$ cat src/rtl/grf_wport_arbiter.sv
// grf_wport_arbiter: shares the GRF write port between WB and the md result path,
// tracks md-pending destinations and forces a one-cycle freeze when md starves.
module grf_wport_arbiter #(
  parameter int MAX_WAIT = 4,
  parameter int CNT_W    = 3
) (
  input  logic        clk,
  input  logic        reset,
  input  logic        wb_we,
  input  logic [4:0]  wb_addr,
  input  logic [31:0] wb_data,
  input  logic        md_valid,
  input  logic [4:0]  md_addr,
  input  logic [31:0] md_data,
  output logic        md_ready,
  input  logic        md_issue,
  input  logic [4:0]  md_issue_addr,
  input  logic [4:0]  rs_addr,
  input  logic [4:0]  rt_addr,
  output logic        stall_rs,
  output logic        stall_rt,
  output logic        wb_hold,
  output logic        RegWrite,
  output logic [4:0]  RegAddr,
  output logic [31:0] RegData
);
  typedef enum logic {IDLE, HOLD} state_t;
  localparam logic [CNT_W-1:0] LAST = CNT_W'(MAX_WAIT - 1);
  state_t           state, stateNext;
  logic [CNT_W-1:0] waitCnt, waitCntNext;
  logic [31:0]      pending, pendingNext;
  logic             inHold, wbReq, wbGrant, mdGrant, blocked;
  always_comb begin
    inHold  = state == HOLD;
    wbReq   = wb_we && wb_addr != 5'd0;
    wbGrant = reset && !inHold && wbReq;
    mdGrant = reset && md_valid && (inHold || !wbReq);
    blocked = md_valid && !mdGrant && !inHold;
  end
  // Outputs are gated by reset so they drop as soon as reset asserts.
  always_comb begin
    md_ready = mdGrant;
    RegWrite = wbGrant || (mdGrant && md_addr != 5'd0);
    RegAddr  = wbGrant ? wb_addr : mdGrant ? md_addr : 5'd0;
    RegData  = wbGrant ? wb_data : mdGrant ? md_data : 32'd0;
    wb_hold  = inHold;
    stall_rs = reset && rs_addr != 5'd0 && pending[rs_addr] && !(mdGrant && md_addr == rs_addr);
    stall_rt = reset && rt_addr != 5'd0 && pending[rt_addr] && !(mdGrant && md_addr == rt_addr);
  end
  always_comb begin
    stateNext   = (!inHold && blocked && waitCnt == LAST) ? HOLD : IDLE;
    waitCntNext = (blocked && waitCnt != LAST) ? waitCnt + 1'b1 : '0;
    pendingNext = pending;
    if (mdGrant && md_addr != 5'd0) pendingNext[md_addr] = 1'b0;
    // Applied after the clear so a same-cycle reissue keeps the register pending.
    if (md_issue && md_issue_addr != 5'd0) pendingNext[md_issue_addr] = 1'b1;
  end
  always_ff @(posedge clk or negedge reset) begin
    if (!reset) begin
      state   <= IDLE;
      waitCnt <= '0;
      pending <= '0;
    end else begin
      state   <= stateNext;
      waitCnt <= waitCntNext;
      pending <= pendingNext;
    end
  end
endmodule

$ cat config.mk
export PLATFORM = sky130hd
export DESIGN_NAME = grf_wport_arbiter
export DESIGN_NICKNAME = d
export VERILOG_FILES = /design/src/rtl/grf_wport_arbiter.sv
export SDC_FILE = /design/constraint.sdc
export NUM_CORES = 1
export LEC_CHECK = 0
export ABC_AREA = 1
export BUFFER_PORTS_ARGS = -buffer_cell sky130_fd_sc_hd__clkbuf_2
export CORE_ASPECT_RATIO = 0.9
export CORE_MARGIN = 5
export CORE_UTILIZATION = 49
export CTS_CLUSTER_DIAMETER = 50
export DETAILED_ROUTE_END_ITERATION = 10
export PLACE_DENSITY = 0.82
export SETUP_SLACK_MARGIN = 0.05
export SYNTH_ARGS = -nofsm -noshare
export SYNTH_HDL_FRONTEND = slang
export SYNTH_SLANG_ARGS = --single-unit
$ cat constraint.sdc
create_clock -name clk -period 1.65 [get_ports clk]
set_input_delay 0 -clock clk [delete_from_list [all_inputs] [get_ports clk]]
set_output_delay 0 -clock clk [all_outputs]
set_load 0.01 [all_outputs]
# Word level (Yosys, flattened, before mapping)
# Cells that the tools add are included.
# totals
reg_bits	36
latchBits	0
ram_bits	0
rom_bits	0
input_bits	94
out_inout_bits	42
wordCells	67
memories	0
# classes
add_sub_neg	1
multipliers	0
div_mod_pow	0
order_cmp	6
n_eq_ne	4
shifts	0
muxes	16
bitwise_logic	3
n_reduce_logical	34
# ops
operator	n
$mux 32	4
$and 32x32->32	1
$not 32->32	1
$or 32x32->32	1
$reduce_bool 5->1	5
$lt 5x6->1 const B	4
$logic_and 1x1->1	22
$bmux 1 s5	2
$demux 1 s5	2
$eq 5x5->1	2
$ge 5x1->1 const B	2
$mux 5	2
$logic_not 1->1	5
$mux 1	5
$add 3x1->3 const B	1
$eq 3x2->1 const B	1
$mux 3	1
$ne 3x2->1 const B	1
$logic_or 1x1->1	2

# Longest topological paths before layout
# Gate-level depths: netlist (run 1).
# logic_depth
ltp_word	11
depth_mapped	9
depth_no_buf	8

# Worst setup path before layout (run 1)
# OpenSTA, ideal clock, no wires.
# synth_path
path_type	reg-to-output
startpoint	register state, in the netlist wb_hold
endpoint	output port RegData[10]
t_arrival_ns	1.302
t_required_ns	1.650
setup_slack_ns	0.348
stages_incl_launch_ff	7
n_path_buf	1
path_cell_list	dfrtp_1 nor2_1 nand2_1 inv_2 clkbuf_1 nand3_1 nand2_1
# synth_via
elab_chain_cells	4
elab_cells_between_ends	7
classes_between	mux (2); reduce/logical (5)
# synth_rtl
item	line	rtl
start: declaration	29	state_t state, stateNext;
start signal: assignment	64	state <= stateNext;
$logic_or 1x1->1 / $logic_not 1->1 (equally long branches)	37, 36	
$logic_and 1x1->1 (on tied branches)	37, 36	
$mux 32 / $logic_and 1x1->1 (equally long branches)	45, 36	
$mux 32 *	45	RegData = wbGrant ? wb_data : mdGrant ? md_data : 32'd0;
end: declaration	25	output logic [31:0] RegData
# Mark *: on every way between the ends. The rest lies on a longest branch, timed or not.

# Worst setup path after layout (run 1)
# layout_path
startpoint	register state, in the netlist wb_hold
endpoint	output port RegData[23]
# The elaborated chain is that of the path after synthesis.

==> metrics.txt, run 1 <==
final hold vios 0; Die ar. 0.008095 mm²; end point of the worst hold path pending[1]$_DFF_PN0_; P_leak 2.386 nW; num rows 27; DR vias about 4,200; fin crit period ~1.6 ns; crit path kind flip-flop to output pin; CTS tree built; number of fill cells 537; worst relative slew slack 59.29%; grt ovf 0; worst clock skew 0.004290 ns; layout cells sized above 1 about a quarter; most frequent CP cell nand2_1; Yosys reg bits 36; worst path arrival time roughly 1.6 ns; max-cap violation count 0; PortBufs 135; final setup vio count 0; PwrDens 806.6 mW/mm²; ant diodes 0; r2r worst-path depth 8; Initial Utilization 50.68%; Slew Limit Fails 0; Die H ~86 µm; Ys Warns 0; clock buffer depth 2; Crit Reg-Reg Endpoint pending[2]$_DFF_PN0_; final hold slack roughly 0.023 ns; worst r2r src wb_hold$_DFF_PN0_; Avg WL per Cell between 15 and 20 µm; Worst Hold Launch md_issue; H-tree depth 2; first-pass GRT wire length around 19,000 µm; DR iter-0 viols 383; worst slew pin tran 0.6060 ns; unrepaired setup endpoints after global routing yes; Critical Path RT 1.65 ns; vias in the first global route 3,827; Layout Nets 778; Total Wirelength 12,180 µm; largest net degree at the start of global routing 35; Crit-path slowest cell dfrtp_1; CP startpoint kind flip-flop; Hold Path Stages 3; mapped cell area around 0.0031 mm²; fmax 619.3 MHz; post-synth cell types 25; initial antenna violation count 0; FF-to-FF setup slack 0.11 ns; crit-path cells nor2_2 -> nand2_2 -> clkinv_4 -> nor2_8 -> buf_12 -> nand2_1 -> nand2_1 -> clkbuf_2; Routed Antenna Nets 0; clock sinks 36; clk_lat worst skew slightly below 0.3 ns; Avg Inst Size Synth 5.780 µm²; DRC 0; Synth Instances 542; post-layout util between 60 and 70%; Peak VDD IR about 0.00051 V; # IOs 136; max incr delay on CP 0.37 ns; period utilization roughly 98%; CP Max Fanout 17; worst min path class input pin to flip-flop; Die X approximately 94 µm; synthesis-to-layout area growth 35.86%; outcome finished clean; Placer Congestion 0.9586; CP endpoint kind output pin; Detail Placement HPWL 8795 µm; post-synth net total around 640; clock-pin transition on the worst setup and hold timing paths 0.08 ns; DR pass1 iterations 5; DR vias/cell 5.481; core region area 0.006182 mm²; Overall Global Routing Usage 28.54%; CTS root buffer clkbuf_8; CTS buffer count 5; sequential-to-total area share from yosys stat 28.75%
[stage by stage]
stage,setup TNS [ns],setup WS (ns),total power [mW],cell area (µm²),instances
global route,-0.7075,-0.06663,3.645,4257,770
global placement,0,0.2606,2.217,3885,750
floorplan,0,0.3475,1.828,3133,542
detailed placement,0,0.2268,2.261,3885,750
finish,0,0.03519,3.433,4257,770
CTS,0,0.05905,3.385,4165,768
[cell usage in the layout, fill, tap and decap left out, types with 2 or more instances in the layout]
cell type      instances
dlygate4sd3_1          6
ha_1                   2
o21ai_0               22
nand2_1              217
bufinv_16              3
o211ai_1               6
clkbuf_8               5
dfrtp_1               36
o22ai_1                3
nor3_1                15
nand4_1                5
nor2_1                23
nand3_1               85
a21oi_1                5
inv_1                 64
o21ai_1               19
clkbuf_2             102
buf_6                  6
buf_4                 12
buf_12                 2
buf_2                 27
xnor2_1                6
clkinv_1               2
[sequential cells by signal, indices dropped and copies added, names as in the netlist]
signal   cells
waitCnt      3
wb_hold      1
pending     32
[worst max-delay path: cells and delay by family, from the launching register on]
family / cells / cell delay, ns
simple gates: 5 / 0.52
flops: 1 / 0.37
buf+inv: 3 / 0.44
[worst max path at each step]
| stage | end | cells past startpoint | start |
|---|---|---|---|
| global route | RegData[23] | 8 | wb_hold$_DFF_PN0_ |
| finish | RegData[23] | 8 | wb_hold$_DFF_PN0_ |
| global placement | pending[5]$_DFF_PN0_ | 7 | wb_hold$_DFF_PN0_ |
| floorplan | RegData[10] | 6 | wb_hold$_DFF_PN0_ |
| CTS | RegData[11] | 8 | wb_hold$_DFF_PN0_ |
| detailed placement | pending[5]$_DFF_PN0_ | 7 | wb_hold$_DFF_PN0_ |
[layout make-up]
class                   count  area, µm²  share of cell area [%]
clock buffers               5      68.82                   1.617
clock inverters             3      90.09                   2.116
inverters                  67      256.5                   6.026
multi-input cells         415       1876                   44.06
flip-flops and latches     36      900.9                   21.16
well taps                  87      108.9                   2.557
repair buffers            157      955.9                   22.46
[cell families after synthesis]
logic type / share of synthesized area (%)
simple gates: 47.52
compound gates: 9.385
flops: 28.75
xor+xnor: 1.677
buf+inv: 11.86
fa+ha+maj: 0.7986
[Yosys cell counts, drive strengths merged]
library cell,instances,area share (%)
o21ai,41,6.5
nand4,5,1.0
a21oi,5,0.80
clkbuf,7,0.84
nor4,1,0.20
nor3,15,2.4
o22ai,3,0.60
nand2,219,26
nand3,86,14
buf,17,3.0
o211ai,6,1.4
inv,65,7.8
ha,2,0.80
dfrtp,36,29
nor2,26,3.7
xnor2,6,1.7
clkinv,2,0.24
[routing by layer]
| metal | track usage (%) | vias to the layer above | wire, µm |
|---|---|---|---|
| li1 | - | 2007 | - |
| met1 | 38.08 | 1884 | 4736 |
| met2 | 46.97 | 300 | 5682 |
| met3 | 6.491 | 29 | 1575 |
| met4 | 6.824 | 0 | 187 |
| met5 | 0 | - | 0 |
[where the power goes]
group,internal [mW],total (mW),switching (mW)
registers,1.08,1.23,0.158
logic,0.439,1.11,0.674
clock network,0.756,1.09,0.331
[timing repair]
action,4_1_cts,5_1_grt
endpoints found under the setup margin,37,46
hold endpoints to repair,38,0
gates cloned,1,1
pin swaps,0,6
hold buffers,6,0
buffers inserted,3,1
resized for setup,4,47
Note: power is estimated with default switching activity, not from simulation.
==> run 2: changes to the inputs <==
--- a/config.mk
+++ b/config.mk
@@ -9,10 +9,9 @@
 export BUFFER_PORTS_ARGS = -buffer_cell sky130_fd_sc_hd__clkbuf_2
 export CORE_ASPECT_RATIO = 0.9
 export CORE_MARGIN = 5
-export CORE_UTILIZATION = 49
+export CORE_UTILIZATION = 36
 export CTS_CLUSTER_DIAMETER = 50
 export DETAILED_ROUTE_END_ITERATION = 10
-export PLACE_DENSITY = 0.82
 export SETUP_SLACK_MARGIN = 0.05
 export SYNTH_ARGS = -nofsm -noshare
 export SYNTH_HDL_FRONTEND = slang
==> metrics.txt, run 2 (synthesis results as in run 1) <==
outcome finished clean; r2r worst-path depth 7; most common cell after layout, fill and taps aside nand2_1; P_leak 2.336 nW; ant diodes 0; worst slew pin tran 0.6567 ns; Overall Global Routing Usage about 22%; Critical Path RT 1.65 ns; Design Area, Final around 0.0042 mm²; CTS tree built; layout cells sized above 1 25.59%; DR vias/cell 5.049; commonest non-fill, non-tap cells in the layout 216 x nand2_1, 116 x clkbuf_2, 83 x nand3_1, 62 x inv_1, 36 x dfrtp_1; Slew Limit Fails 0; # IOs 136; clock sinks 36; DR vias 4,034; Crit Reg-Reg Endpoint pending[4]$_DFF_PN0_; end point of the worst hold path pending[3]$_DFF_PN0_; Initial Utilization 36.74%; largest net degree at the start of global routing 35; PortBufs 135; vias in the first global route 3,602; Hold Path Stages 3; worst min path class input pin to flip-flop; Avg WL per Cell 15.44 µm; PwrDens slightly above 700 mW/mm²; CTS buffer count 5; CP Max Fanout 4; max FFs per register 32; final hold vios 0; unrepaired setup endpoints after global routing yes; num rows 32; DR iter-0 viols 371; Layout Nets approximately 780; final hold slack 0.01100 ns; Detail Placement HPWL around 9400 µm; H-tree depth 2; Largest Register pending; clock buffer depth 2; final setup vio count 0; synthesis-to-layout area growth 34.19%; FF-to-FF setup slack 0.25 ns; Die X 108.3 µm; dpl cells 782; core region area ~0.0085 mm²; worst clock skew 0.008263 ns; DP Area 0.003913 mm²; CTS root buffer clkbuf_8; fmax 617.8 MHz; clock-pin transition on the worst setup and hold timing paths roughly 0.070 ns; crit path kind flip-flop to output pin; Worst Hold Launch md_issue_addr[1]; period utilization 98.09%; Placer Congestion roughly 0.92; CP startpoint kind flip-flop; DRC 0; Die H 98.50 µm; worst relative slew slack 55.88%; fin crit period 1.619 ns; Total Wirelength roughly 12,000 µm; max-cap violation count 0; worst r2r src wb_hold$_DFF_PN0_; first-pass GRT wire length 18,850 µm; DR pass1 iterations 5; clk_lat worst skew 0.29 ns; Finished Layout Cells between 700 and 800; post-layout util a little under 50%; Peak VDD IR between 0.0004 and 0.0005 V; Die ar. 0.01067 mm²; initial antenna violation count 0; CP endpoint kind output pin; grt ovf 0; Routed Antenna Nets 0; worst path arrival time 1.62 ns
run 2: stage by stage:
| stage | setup WS [ns] | TNS [ns] | power (mW) |
|---|---|---|---|
| floorplan | 0.3475 | 0 | 1.828 |
| global placement | 0.2420 | 0 | 2.250 |
| detailed placement | 0.1755 | 0 | 2.269 |
| CTS | 0.07203 | 0 | 2.977 |
| global route | -0.05521 | -0.06545 | 3.231 |
| finish | 0.03148 | 0 | 3.015 |
run 2: worst max-delay path by stage:
stage | endpoint | depth (start not counted) | start | slack, ns
global placement | pending[31]$_DFF_PN0_ | 7 | wb_hold$_DFF_PN0_ | 0.24
detailed placement | RegAddr[0] | 7 | wb_hold$_DFF_PN0_ | 0.18
CTS | RegAddr[0] | 7 | wb_hold$_DFF_PN0_ | 0.07
global route | RegAddr[1] | 7 | wb_hold$_DFF_PN0_ | -0.06
floorplan | RegData[10] | 6 | wb_hold$_DFF_PN0_ | 0.35
finish | RegAddr[1] | 7 | wb_hold$_DFF_PN0_ | 0.03
run 2: routing by layer:
metal | vias to the layer above | track usage (%) | part of all wire, %
met3 | 20 | 4.126 | 9.8
met2 | 198 | 33.75 | 45
li1 | 1997 | - | -
met4 | 0 | 5.243 | 1.9
met5 | - | 0 | 0
met1 | 1819 | 32.06 | 44
run 2: layout make-up:
cell class,instances,area [µm²]
inverters,67,256.5
well taps,119,148.9
clock buffers,6,82.58
fillers,914,4324
multi-input cells,415,1898
clock inverters,2,13.76
flip-flops and latches,36,900.9
repair buffers,154,903.4
run 2: report_power, final:
| part | switching [mW] | internal [mW] | total (mW) | leakage (nW) |
|---|---|---|---|---|
| Clock | 0.341 | 0.342 | 0.682 | 0.0516 |
| Sequential | 0.163 | 1.07 | 1.24 | 0.430 |
| Combinational | 0.664 | 0.431 | 1.10 | 1.85 |
| Total | 1.17 | 1.85 | 3.02 | 2.34 |
run 2: repair_timing:
| item | CTS | global route |
|---|---|---|
| resized for setup | 8 | 37 |
| buffers inserted | 4 | 1 |
| hold endpoints to repair | 3 | 0 |
| hold buffers | 3 | 0 |
| pin swaps | 2 | 10 |
| cloned | 0 | 1 |
| endpoints found under the setup margin | 38 | 39 |
run 2: worst max-delay path, cell delays in order (launching register included):
cell      delay [ns]
dfrtp_1         0.40
nor2_2          0.14
nand2_2         0.10
clkinv_4        0.10
buf_8           0.11
nand2_2         0.08
o22ai_1         0.23
buf_2           0.18
